## config.mk

```make
export PLATFORM = sky130hd
export DESIGN_NAME = wishbone_ctrl_cmd_queue
export DESIGN_NICKNAME = d
export VERILOG_FILES = /design/src/rtl/wishbone_queue_pkg.sv /design/src/rtl/sync_fifo.sv /design/src/rtl/wishbone_ctrl_cmd_queue.sv
export SDC_FILE = /design/constraint.sdc
export NUM_CORES = 1
export LEC_CHECK = 0
export CAP_MARGIN = 15
export CELL_PAD_IN_SITES_DETAIL_PLACEMENT = 2
export CELL_PAD_IN_SITES_GLOBAL_PLACEMENT = 2
export CORE_ASPECT_RATIO = 0.8
export CORE_MARGIN = 3
export CORE_UTILIZATION = 41
export DETAILED_ROUTE_END_ITERATION = 6
export HOLD_SLACK_MARGIN = 0.1
export PLACE_DENSITY_LB_ADDON = 0.12
export RECOVER_POWER = 100
export SLEW_MARGIN = 10
export SYNTH_ARGS = -nofsm -noshare
export SYNTH_HDL_FRONTEND = slang
export SYNTH_SLANG_ARGS = --single-unit
```

## constraint.sdc

```tcl
create_clock -name clk_i -period 3.2 [get_ports clk_i]
set_input_delay 0.32 -clock clk_i [delete_from_list [all_inputs] [get_ports clk_i]]
set_output_delay 0.32 -clock clk_i [all_outputs]
set_load 0.02 [all_outputs]
```

## src/rtl/wishbone_queue_pkg.sv

```systemverilog
// -----------------------------------------------------------------------------
// wishbone_queue_pkg
// Shared types and sizing helpers for the Wishbone command/response queue.
//   cmd_entry_t : one queued command {write_en, data} at the default width
//   rsp_entry_t : one queued response {is_write, data} at the default width
//   ptr_w()     : pointer/count width for a power-of-two FIFO depth
//   addr_w()    : storage index width for a FIFO depth
// Optional feature macro used by the queue: WB_CMD_QUEUE_WRITE_RSP_EN.
// -----------------------------------------------------------------------------
package wishbone_queue_pkg;

  localparam int WB_DAT_W = 8;

  typedef struct packed {
    logic                write_en;
    logic [WB_DAT_W-1:0] data;
  } cmd_entry_t;

  typedef struct packed {
    logic                is_write;
    logic [WB_DAT_W-1:0] data;
  } rsp_entry_t;

  // One extra MSB distinguishes full from empty when the index bits match.
  function automatic int ptr_w(input int depth);
    return $clog2(depth) + 1;
  endfunction

  function automatic int addr_w(input int depth);
    return (depth > 1) ? $clog2(depth) : 1;
  endfunction

endpackage

```

## src/rtl/sync_fifo.sv

```systemverilog
// -----------------------------------------------------------------------------
// sync_fifo
// Generic single-clock FIFO with occupancy count. A push is accepted when the
// FIFO is not full, or when it is full and a pop happens on the same edge.
// Storage is not reset; only the pointers are.
// Ports:
//   clk_i    in  clock
//   rst_ni   in  asynchronous active-low reset (pointers only)
//   i_push   in  write request
//   i_data   in  write data
//   i_pop    in  read request (ignored when empty)
//   o_data   out oldest entry (meaningless when empty)
//   o_empty  out FIFO holds no entries
//   o_count  out number of stored entries
// -----------------------------------------------------------------------------
module sync_fifo
  import wishbone_queue_pkg::*;
#(
  parameter int WIDTH = 9,
  parameter int DEPTH = 4
) (
  input  logic                       clk_i,
  input  logic                       rst_ni,
  input  logic                       i_push,
  input  logic [WIDTH-1:0]           i_data,
  input  logic                       i_pop,
  output logic [WIDTH-1:0]           o_data,
  output logic                       o_empty,
  output logic [ptr_w(DEPTH)-1:0]    o_count
);

  localparam int AW = addr_w(DEPTH);
  localparam int PW = ptr_w(DEPTH);

  logic [WIDTH-1:0] r_mem [DEPTH];
  logic [PW-1:0]    r_wr_ptr;
  logic [PW-1:0]    r_rd_ptr;
  logic             w_full;
  logic             w_push_ok;
  logic             w_pop_ok;

  assign o_empty   = (r_wr_ptr == r_rd_ptr);
  assign w_full    = (r_wr_ptr[PW-1] != r_rd_ptr[PW-1]) &&
                     (r_wr_ptr[AW-1:0] == r_rd_ptr[AW-1:0]);
  assign w_pop_ok  = i_pop && !o_empty;
  assign w_push_ok = i_push && (!w_full || w_pop_ok);
  assign o_count   = r_wr_ptr - r_rd_ptr;
  assign o_data    = r_mem[r_rd_ptr[AW-1:0]];

  always_ff @(posedge clk_i or negedge rst_ni) begin
    if (!rst_ni) begin
      r_wr_ptr <= '0;
      r_rd_ptr <= '0;
    end else begin
      if (w_push_ok) r_wr_ptr <= r_wr_ptr + 1'b1;
      if (w_pop_ok)  r_rd_ptr <= r_rd_ptr + 1'b1;
    end
  end

  always_ff @(posedge clk_i) begin
    if (w_push_ok) r_mem[r_wr_ptr[AW-1:0]] <= i_data;
  end

endmodule

```

## src/rtl/wishbone_ctrl_cmd_queue.sv

```systemverilog
// -----------------------------------------------------------------------------
// wishbone_ctrl_cmd_queue
// Command/response buffer in front of the Wishbone classic cycle controller.
// Commands enter on a valid/ready port, the oldest is presented to the
// controller, and it retires when the controller latches it. Read data
// returned on ack is stored in a response queue.
// Optional feature macro: WB_CMD_QUEUE_WRITE_RSP_EN -- writes also produce a
// response {rsp_is_write=1, rsp_data=0} and need response space to issue.
// Ports:
//   clk_i, rst_ni              clock, asynchronous active-low reset
//   cmd_valid/ready            command handshake
//   cmd_write_en, cmd_data     command type and write data
//   rsp_valid/ready, rsp_data  response handshake and read data
//   rsp_is_write               response kind (feature build only)
//   start, write_en, write_data  head command offered to the controller
//   cyc, ack, read_data        controller cycle status and returned data
// -----------------------------------------------------------------------------
module wishbone_ctrl_cmd_queue
  import wishbone_queue_pkg::*;
#(
  parameter int DAT_WIDTH = WB_DAT_W,
  parameter int CMD_DEPTH = 4,
  parameter int RSP_DEPTH = 4
) (
  input  logic                 clk_i,
  input  logic                 rst_ni,
  input  logic                 cmd_valid,
  output logic                 cmd_ready,
  input  logic                 cmd_write_en,
  input  logic [DAT_WIDTH-1:0] cmd_data,
  output logic                 rsp_valid,
  input  logic                 rsp_ready,
  output logic [DAT_WIDTH-1:0] rsp_data,
`ifdef WB_CMD_QUEUE_WRITE_RSP_EN
  output logic                 rsp_is_write,
`endif
  output logic                 start,
  output logic                 write_en,
  output logic [DAT_WIDTH-1:0] write_data,
  input  logic                 cyc,
  input  logic                 ack,
  input  logic [DAT_WIDTH-1:0] read_data
);

  localparam int CPW = ptr_w(CMD_DEPTH);
  localparam int RPW = ptr_w(RSP_DEPTH);
  localparam logic [CPW-1:0] CMD_LIM = CMD_DEPTH[CPW-1:0];
  localparam logic [RPW:0]   RSP_LIM = RSP_DEPTH[RPW:0];
`ifdef WB_CMD_QUEUE_WRITE_RSP_EN
  localparam int RSP_W = DAT_WIDTH + 1;
`else
  localparam int RSP_W = DAT_WIDTH;
`endif

  logic [DAT_WIDTH:0] w_cmd_head;
  logic               w_cmd_empty;
  logic [CPW-1:0]     w_cmd_count;
  logic               w_cmd_push;
  logic [RSP_W-1:0]   w_rsp_head;
  logic [RSP_W-1:0]   w_rsp_wdata;
  logic               w_rsp_empty;
  logic [RPW-1:0]     w_rsp_count;
  logic               w_rsp_push;
  logic               w_rsp_pop;
  logic               w_reserved;
  logic [RPW:0]       w_rsp_used;
  logic               w_rsp_room;
  logic               w_issue_ok;
  logic               w_latch;

  // ---- command queue: accept, hold head for the controller ----
  assign cmd_ready  = (w_cmd_count != CMD_LIM);
  assign w_cmd_push = cmd_valid && cmd_ready;

  sync_fifo #(
    .WIDTH (DAT_WIDTH + 1),
    .DEPTH (CMD_DEPTH)
  ) u_cmd_q (
    .clk_i   (clk_i),
    .rst_ni  (rst_ni),
    .i_push  (w_cmd_push),
    .i_data  ({cmd_write_en, cmd_data}),
    .i_pop   (w_latch),
    .o_data  (w_cmd_head),
    .o_empty (w_cmd_empty),
    .o_count (w_cmd_count)
  );

  // A read in flight owns one response slot until its ack arrives, so the
  // response queue can never overflow.
  assign w_rsp_used = {1'b0, w_rsp_count} + {{RPW{1'b0}}, w_reserved};
  assign w_rsp_room = (w_rsp_used < RSP_LIM);

  assign start      = !w_cmd_empty && w_issue_ok;
  assign write_en   = w_cmd_empty ? 1'b0 : w_cmd_head[DAT_WIDTH];
  assign write_data = w_cmd_empty ? '0 : w_cmd_head[DAT_WIDTH-1:0];

  // Mirrors the controller's own latch condition: idle, or finishing now.
  assign w_latch    = start && (!cyc || ack);

  // ---- in-flight tracking and response capture ----
`ifdef WB_CMD_QUEUE_WRITE_RSP_EN
  logic r_inflight;
  logic r_inflight_wr;

  assign w_reserved  = r_inflight;
  assign w_issue_ok  = w_rsp_room;
  assign w_rsp_push  = ack && r_inflight;
  assign w_rsp_wdata = {r_inflight_wr, r_inflight_wr ? {DAT_WIDTH{1'b0}} : read_data};

  always_ff @(posedge clk_i or negedge rst_ni) begin
    if (!rst_ni) begin
      r_inflight    <= 1'b0;
      r_inflight_wr <= 1'b0;
    end else if (w_latch) begin
      r_inflight    <= 1'b1;
      r_inflight_wr <= write_en;
    end else if (ack) begin
      r_inflight    <= 1'b0;
    end
  end

  assign rsp_is_write = !w_rsp_empty && w_rsp_head[DAT_WIDTH];
`else
  logic r_rd_inflight;

  assign w_reserved  = r_rd_inflight;
  assign w_issue_ok  = write_en || w_rsp_room;
  assign w_rsp_push  = ack && r_rd_inflight;
  assign w_rsp_wdata = read_data;

  always_ff @(posedge clk_i or negedge rst_ni) begin
    if (!rst_ni) begin
      r_rd_inflight <= 1'b0;
    end else if (w_latch) begin
      r_rd_inflight <= !write_en;
    end else if (ack) begin
      r_rd_inflight <= 1'b0;
    end
  end
`endif

  // ---- response queue ----
  assign rsp_valid = !w_rsp_empty;
  assign w_rsp_pop = rsp_valid && rsp_ready;
  assign rsp_data  = w_rsp_empty ? '0 : w_rsp_head[DAT_WIDTH-1:0];

  sync_fifo #(
    .WIDTH (RSP_W),
    .DEPTH (RSP_DEPTH)
  ) u_rsp_q (
    .clk_i   (clk_i),
    .rst_ni  (rst_ni),
    .i_push  (w_rsp_push),
    .i_data  (w_rsp_wdata),
    .i_pop   (w_rsp_pop),
    .o_data  (w_rsp_head),
    .o_empty (w_rsp_empty),
    .o_count (w_rsp_count)
  );

endmodule

```

## Yosys cells after proc, flatten, opt, wreduce, memory -nomap -nowiden

Memory sizes are Yosys's and may differ from the RTL's.
Index checks and enable logic that the tools add are counted.

- Reductions and logical operators: 22
- Magnitude comparators: 1
- Equal/unequal tests: 7
- Muxes and demuxes: 9
- Add/sub/neg operators: 7

Operator list:

| operator | count |
|---|---|
| $mux 8 | 2 |
| $add 3x1->3 const B | 4 |
| $logic_and 1x1->1 | 11 |
| $mux 1 | 7 |
| $eq 3x3->1 | 2 |
| $logic_not 1->1 | 6 |
| $sub 3x3->3 | 2 |
| $add 3x1->4 | 1 |
| $eq 2x2->1 | 2 |
| $logic_or 1x1->1 | 4 |
| $lt 4x3->1 const B | 1 |
| $ne 3x3->1 const B | 1 |
| $ne 1x1->1 | 2 |
| $reduce_bool 2->1 | 1 |

- Memories: 2
- Logic and storage cells: 53
- Output and inout bits: 20
- Bits in writable memories: 68
- Register bits: 13

Memories:

| name | depth | bits a word | rd ports | clocked after Yosys merged registers in | write ports | line | RTL |
|---|---|---|---|---|---|---|---|
| u_cmd_q.r_mem | 4 | 9 | 1 | 0 | 1 | sync_fifo.sv:35 | `logic [WIDTH-1:0] r_mem [DEPTH];` |
| u_rsp_q.r_mem | 4 | 8 | 1 | 0 | 1 | sync_fifo.sv:35 |  |

## Longest topological paths before layout

- Word-level depth: 11
- Depth in mapped cells: 8
- Gate-level depth less buffers: 8

## Modules after synthesis

A second synthesis with hierarchy kept.

- Cells, all modules: 212
- Area total of the unflattened synthesis: 3,585.9 µm²

By module, submodules not included:

| module | area each (µm²) | sequential area each (µm²) | times used | cells an instance |
|---|---|---|---|---|
| sync_fifo (u_cmd_q) | 1,747.9 | 1,231.2 | 1 | 91 |
| sync_fifo (u_rsp_q) | 1,605.3 | 1,111.1 | 1 | 86 |
| wishbone_ctrl_cmd_queue | 232.7 | 25.0 | 1 | 35 |

## Worst setup path after synthesis

No wires, ideal clock.

- Path kind: reg2reg
- Start point: reg u_rsp_q.r_wr_ptr[0]
- End point: mem u_cmd_q.r_mem[3][0] (enable)
- Period minus slack after synthesis: 2.565 ns
- Library setup time: 0.376 ns
- Cell stages (with the launch flop): 8
- Data required time: 2.824 ns
- Data arrival time: 2.189 ns
- Path buffers: 0
- Slack: 0.635 ns
- Cells stage by stage: dfrtp_1 > inv_1 > ha_1 > fa_1 > xnor3_1 > a21oi_2 > o2111a_2 > nor3b_2

- Longest elaborated chain between the ends: 11

Ends and longest elaborated chain:

| item | line | RTL |
|---|---|---|
| start, declared | sync_fifo.sv:36 | `logic [PW-1:0] r_wr_ptr;` |
| start signal, assigned | sync_fifo.sv:55 | `if (w_push_ok) r_wr_ptr <= r_wr_ptr + 1'b1;` |
| $sub 3x3->3 | sync_fifo.sv:47 | `assign o_count = r_wr_ptr - r_rd_ptr;` |
| $add 3x1->4 | wishbone_ctrl_cmd_queue.sv:91 | `assign w_rsp_used = {1'b0, w_rsp_count} + {{RPW{1'b0}}, w_reserved};` |
| $lt 4x3->1 | wishbone_ctrl_cmd_queue.sv:92 | `assign w_rsp_room = (w_rsp_used < RSP_LIM);` |
| $logic_or 1x1->1 | wishbone_ctrl_cmd_queue.sv:128 | `assign w_issue_ok = write_en \|\| w_rsp_room;` |
| $logic_and 1x1->1 | wishbone_ctrl_cmd_queue.sv:94 | `assign start = !w_cmd_empty && w_issue_ok;` |
| $logic_and 1x1->1 | wishbone_ctrl_cmd_queue.sv:99 | `assign w_latch = start && (!cyc \|\| ack);` |
| $logic_and 1x1->1 | sync_fifo.sv:45 | `assign w_pop_ok = i_pop && !o_empty;` |
| $logic_or 1x1->1 | sync_fifo.sv:46 | `assign w_push_ok = i_push && (!w_full \|\| w_pop_ok);` |
| $logic_and 1x1->1 | sync_fifo.sv:46 |  |
| $mux 1 | sync_fifo.sv:61 | `if (w_push_ok) r_mem[r_wr_ptr[AW-1:0]] <= i_data;` |
| $mux 1 (implied by the code) | sync_fifo.sv:61 |  |
| end, declared | sync_fifo.sv:35 |  |

No other way between the ends.

## Worst setup path in the final report

- Start point: reg u_rsp_q.r_wr_ptr[0]
- End point: mem u_cmd_q.r_mem[3][2] (enable)

Same word-level chain as after synthesis.

==> results list <==
- In the layout the commonest cells are sky130_fd_sc_hd__edfxtp_1 (68), sky130_fd_sc_hd__dlygate4sd3_1 (29), sky130_fd_sc_hd__ha_1 (14), sky130_fd_sc_hd__dfrtp_1 (13).
* Core box area: between 0.008 and 0.009 mm^2
- Via count of the first global-routing pass: 2050
- Required time of the worst setup path: ~3.2 ns
- Global router's overall resource usage: 0.181
- Detailed Route WL: between 7000 and 8000 um
- Avg WL per Cell: between 20 and 25 um
- Of the total synthesized cell area, the portion taken by full adders, half adders and majority gates is 0.0559.
* Total of max-cap violations: 0
- Setup repair after global routing left no endpoint under its margin.
- In this run the post-CTS setup repair buffer count came out at 0.
- Iteration-0 DRC Markers: 80
- Final count of hold timing violations: 0
* Count of pins on the block boundary: 43
- Routability-driven placement congestion ratio: approximately 0.75
- Htree depth: 3
* Total standard cell area after synthesis: 0.00349 mm^2
- Outcome: complete, no violations
- Met1 track demand over resource: 0.248
- Number of filler instances in the final layout: slightly above 700
* Maximum fanout count along the critical path: 10
- In this run the critical register-to-register path is launched from u_rsp_q.r_wr_ptr[0].
- Of the total synthesized cell area, the portion taken by XOR and XNOR cells is 0.0341.
- TritonCTS created 9 clock buffers.
- Ranked by total cell area, the synthesized netlist is headed by sky130_fd_sc_hd__edfxtp_1 (59%), sky130_fd_sc_hd__dfrtp_1 (9.3%), sky130_fd_sc_hd__mux4_1 (6.0%), sky130_fd_sc_hd__mux4_2 (5.8%), sky130_fd_sc_hd__ha_1 (5.0%).
- Maximum clock frequency: 334 MHz
* Initial antenna violation count: 0
* Maximum buffer depth of the clock tree: 2
* Synthesized instance count: between 150 and 200
* Distinct cells, synth: 30
- Of the cells placed in the final design, the portion with a size suffix greater than 1 is 0.138.
- For this design, the sink count on the clock tree is between 80 and 90.
- Dpl cell area: 0.00405 mm^2
- Library cell used as clock root buffer: sky130_fd_sc_hd__clkbuf_8
- TritonCTS built the clock tree.
* Total power divided by cell area: ~1000 mW/mm^2
- The die is roughly 110 um wide.
- The number of nets in the synthesized netlist is about 230.
- The share of the Yosys chip area taken by registers is 0.678.
* Logic depth of the worst register-to-register path: 7
- Number of antenna repair diodes: 0
- After synthesis the netlist holds a flip-flop and latch count of roughly 80.
- Post-route ant nets: 0
* Effective utilization at floorplan: 0.431
* Most frequent standard cell in the layout excluding fill and tap cells: sky130_fd_sc_hd__edfxtp_1
- Post-synthesis share of cell area spent on and, or, nand and nor gates: 0.0721
- The floorplan has 29 rows.
- Compound-gate portion of the synthesized area: 0.0179
* Seq. cell area: 0.00237 mm^2
- Final Max Tran Viols: 0
* Remaining design rule violation count: 0
- After routing the design area is ~0.0042 mm^2.
- The tightest min-delay check is of the input pin to async pin type.
- Worst flop-to-flop path endpoint: u_cmd_q.r_mem[3][2]
* Worst setup EP type: register
- Total Nets Final: between 200 and 300
* Clock Latency Late Sink: around 0.36 ns
* Share of the synthesized area in the top cell type: 0.585
* Static leakage: between 0.001 and 0.0015 uW
- Maximum number of pins on one net before global-route repair: 14
- Using the TritonRoute via totals, the vias-per-cell ratio works out to 5.14.
* Maximum vdd ir drop: between 0.4 and 0.5 mV
- Measured along the y axis, the die boundary spans approximately 90 um.
- Total area of multi-input combinational cells: roughly 0.0011 mm^2
- Mean instance size in the synthesized netlist: between 15 and 20 um^2
- Syn-to-layout area delta: 20.5%
- Input and output buffers added on the ports amount to 42.
- Clock edge transition at the registers on the reported setup and hold paths: about 0.08 ns
* Headroom to the max-slew limit: 0.391
* Finish-stage setup viols: 0
- Crit share post-route: 0.935
* Skew final: 0.00720 ns
- Worst setup path class: register to register
* Summed negative setup slack over all endpoints: 0 ns
* Met2 capacity usage during global routing: 0.284
- Gr ovfl total: 0
- Least setup slack across all paths after layout: roughly 0.21 ns
* Met3 usage: 0.0518
- Data on the critical path arrives at its endpoint at a little under 3 ns.
- FF-to-FF setup slack: about 0.21 ns
* Global routing's busiest layer: met2
- The first global-routing pass estimated around 12000 um of wire.
- Post-detail-place hpwl: between 5000 and 6000 um
- Summed over all instances, the cell type with the most area after synthesis is sky130_fd_sc_hd__edfxtp_1.
- CP startpoint kind: register
- The worst path in the final design needs a cycle of between 2 and 3 ns, including I/O delays and setup.
- After synthesis, the largest family of logic cells by area is multiplexers.
- Share of cell area taken by muxes after synthesis: 0.126
- The die covers between 0.009 and 0.01 mm^2.
* Hold slack: roughly 0.44 ns
* Syn. warnings: 0
- Hold Buf Count CTS: 0
- Worst Tran Pin Value: between 0.9 and 1 ns
- Timing analysis after detailed placement gives a worst setup slack of approximately 0.16 ns.
* Detailed Routing Iterations Pass 1: 4
* Via count of the routed design: ~1800
==> cells in the mapped netlist, drive strengths merged <==
cell type / instances
edfxtp: 68
a31oi: 1
dfrtp: 13
nor3: 1
fa: 1
buf: 3
xnor2: 7
o2111a: 1
or3b: 1
ha: 14
nand2: 6
o21ai: 5
nor2: 4
nor3b: 1
clkbuf: 3
or2: 1
and2: 15
o311a: 1
xnor3: 1
mux2: 2
xor2: 4
inv: 6
mux4: 17
a21oi: 1
nand3: 2
nor2b: 12
==> worst max path at each step <==
stage | cells past startpoint | slack [ns] | end | from
global route | 7 | 0.02 | u_cmd_q.r_mem[3][8] | u_rsp_q.r_wr_ptr[0]
CTS | 8 | 0.15 | u_cmd_q.r_mem[1][0] | u_rsp_q.r_wr_ptr[0]
detailed placement | 7 | 0.16 | u_cmd_q.r_mem[3][0] | u_rsp_q.r_wr_ptr[0]
floorplan | 7 | 0.63 | u_cmd_q.r_mem[3][0] | u_rsp_q.r_wr_ptr[0]
global placement | 7 | 0.38 | u_cmd_q.r_mem[3][6] | u_rsp_q.r_wr_ptr[0]
finish | 7 | 0.21 | u_cmd_q.r_mem[3][2] | u_rsp_q.r_wr_ptr[0]
==> flip-flops by register name, indices dropped and copies added (netlist names) <==
| name | cells |
|---|---|
| r_rd_inflight | 1 |
| u_cmd_q.r_mem | 36 |
| u_cmd_q.r_rd_ptr | 3 |
| u_cmd_q.r_wr_ptr | 3 |
| u_rsp_q.r_mem | 32 |
| u_rsp_q.r_rd_ptr | 3 |
| u_rsp_q.r_wr_ptr | 3 |
==> kinds of logic after synthesis <==
group	count (synthesis)
flip-flops	81
AO/OA/AOI/OAI	9
multiplexers	19
XOR/XNOR	12
buffers and inverters	12
adder cells (fa/ha/maj)	15
AND/OR/NAND/NOR	43
==> timing repair <==
| item | in CTS | in global routing |
|---|---|---|
| cloned | 0 | 0 |
| resized for setup | 1 | 1 |
| endpoints found under the setup margin | 1 | 4 |
| pin swaps | 0 | 0 |
==> area by class of cell <==
| cell class | instances | share of cell area |
|---|---|---|
| clock buffers | 9 | 0.0295 |
| multi-input cells | 98 | 0.253 |
| flip-flops and latches | 81 | 0.563 |
| repair buffers | 47 | 0.108 |
| well taps | 108 | 0.0321 |
| clock inverters | 6 | 0.00863 |
| inverters | 6 | 0.00536 |
==> metrics by stage <==
| step | utilization | cells | power, uW |
|---|---|---|---|
| floorplan | - | 191 | 2920 |
| global placement | 0.501 | 340 | 3720 |
| detailed placement | 0.501 | 340 | 3880 |
| CTS | 0.520 | 355 | 4500 |
| global route | 0.520 | 355 | 4650 |
| finish | 0.520 | 355 | 4340 |
==> critical path, cell delays in order (launching register included) <==
cell and delay [ns]:
sky130_fd_sc_hd__dfrtp_1 0.40, sky130_fd_sc_hd__inv_1 0.12, sky130_fd_sc_hd__ha_1 0.22, sky130_fd_sc_hd__fa_1 0.40, sky130_fd_sc_hd__xnor3_1 0.35, sky130_fd_sc_hd__a21oi_2 0.09
sky130_fd_sc_hd__o2111a_2 0.29, sky130_fd_sc_hd__nor3b_2 0.76
==> power by group <==
| group | leakage (uW) | internal [uW] | total (uW) | switching, uW |
|---|---|---|---|---|
| logic | 0.000648 | 990 | 2170 | 1180 |
| clock network | 0.0000762 | 272 | 633 | 362 |
| registers | 0.000773 | 1410 | 1540 | 128 |
| total | 0.00150 | 2670 | 4340 | 1670 |
==> layer usage <==
metal / vias up / part of all wire
met5: - / 0
met4: 0 / 0.013
met1: 952 / 0.46
met3: 10 / 0.039
met2: 35 / 0.49
li1: 827 / -
Power figures use the tool's default switching activity.
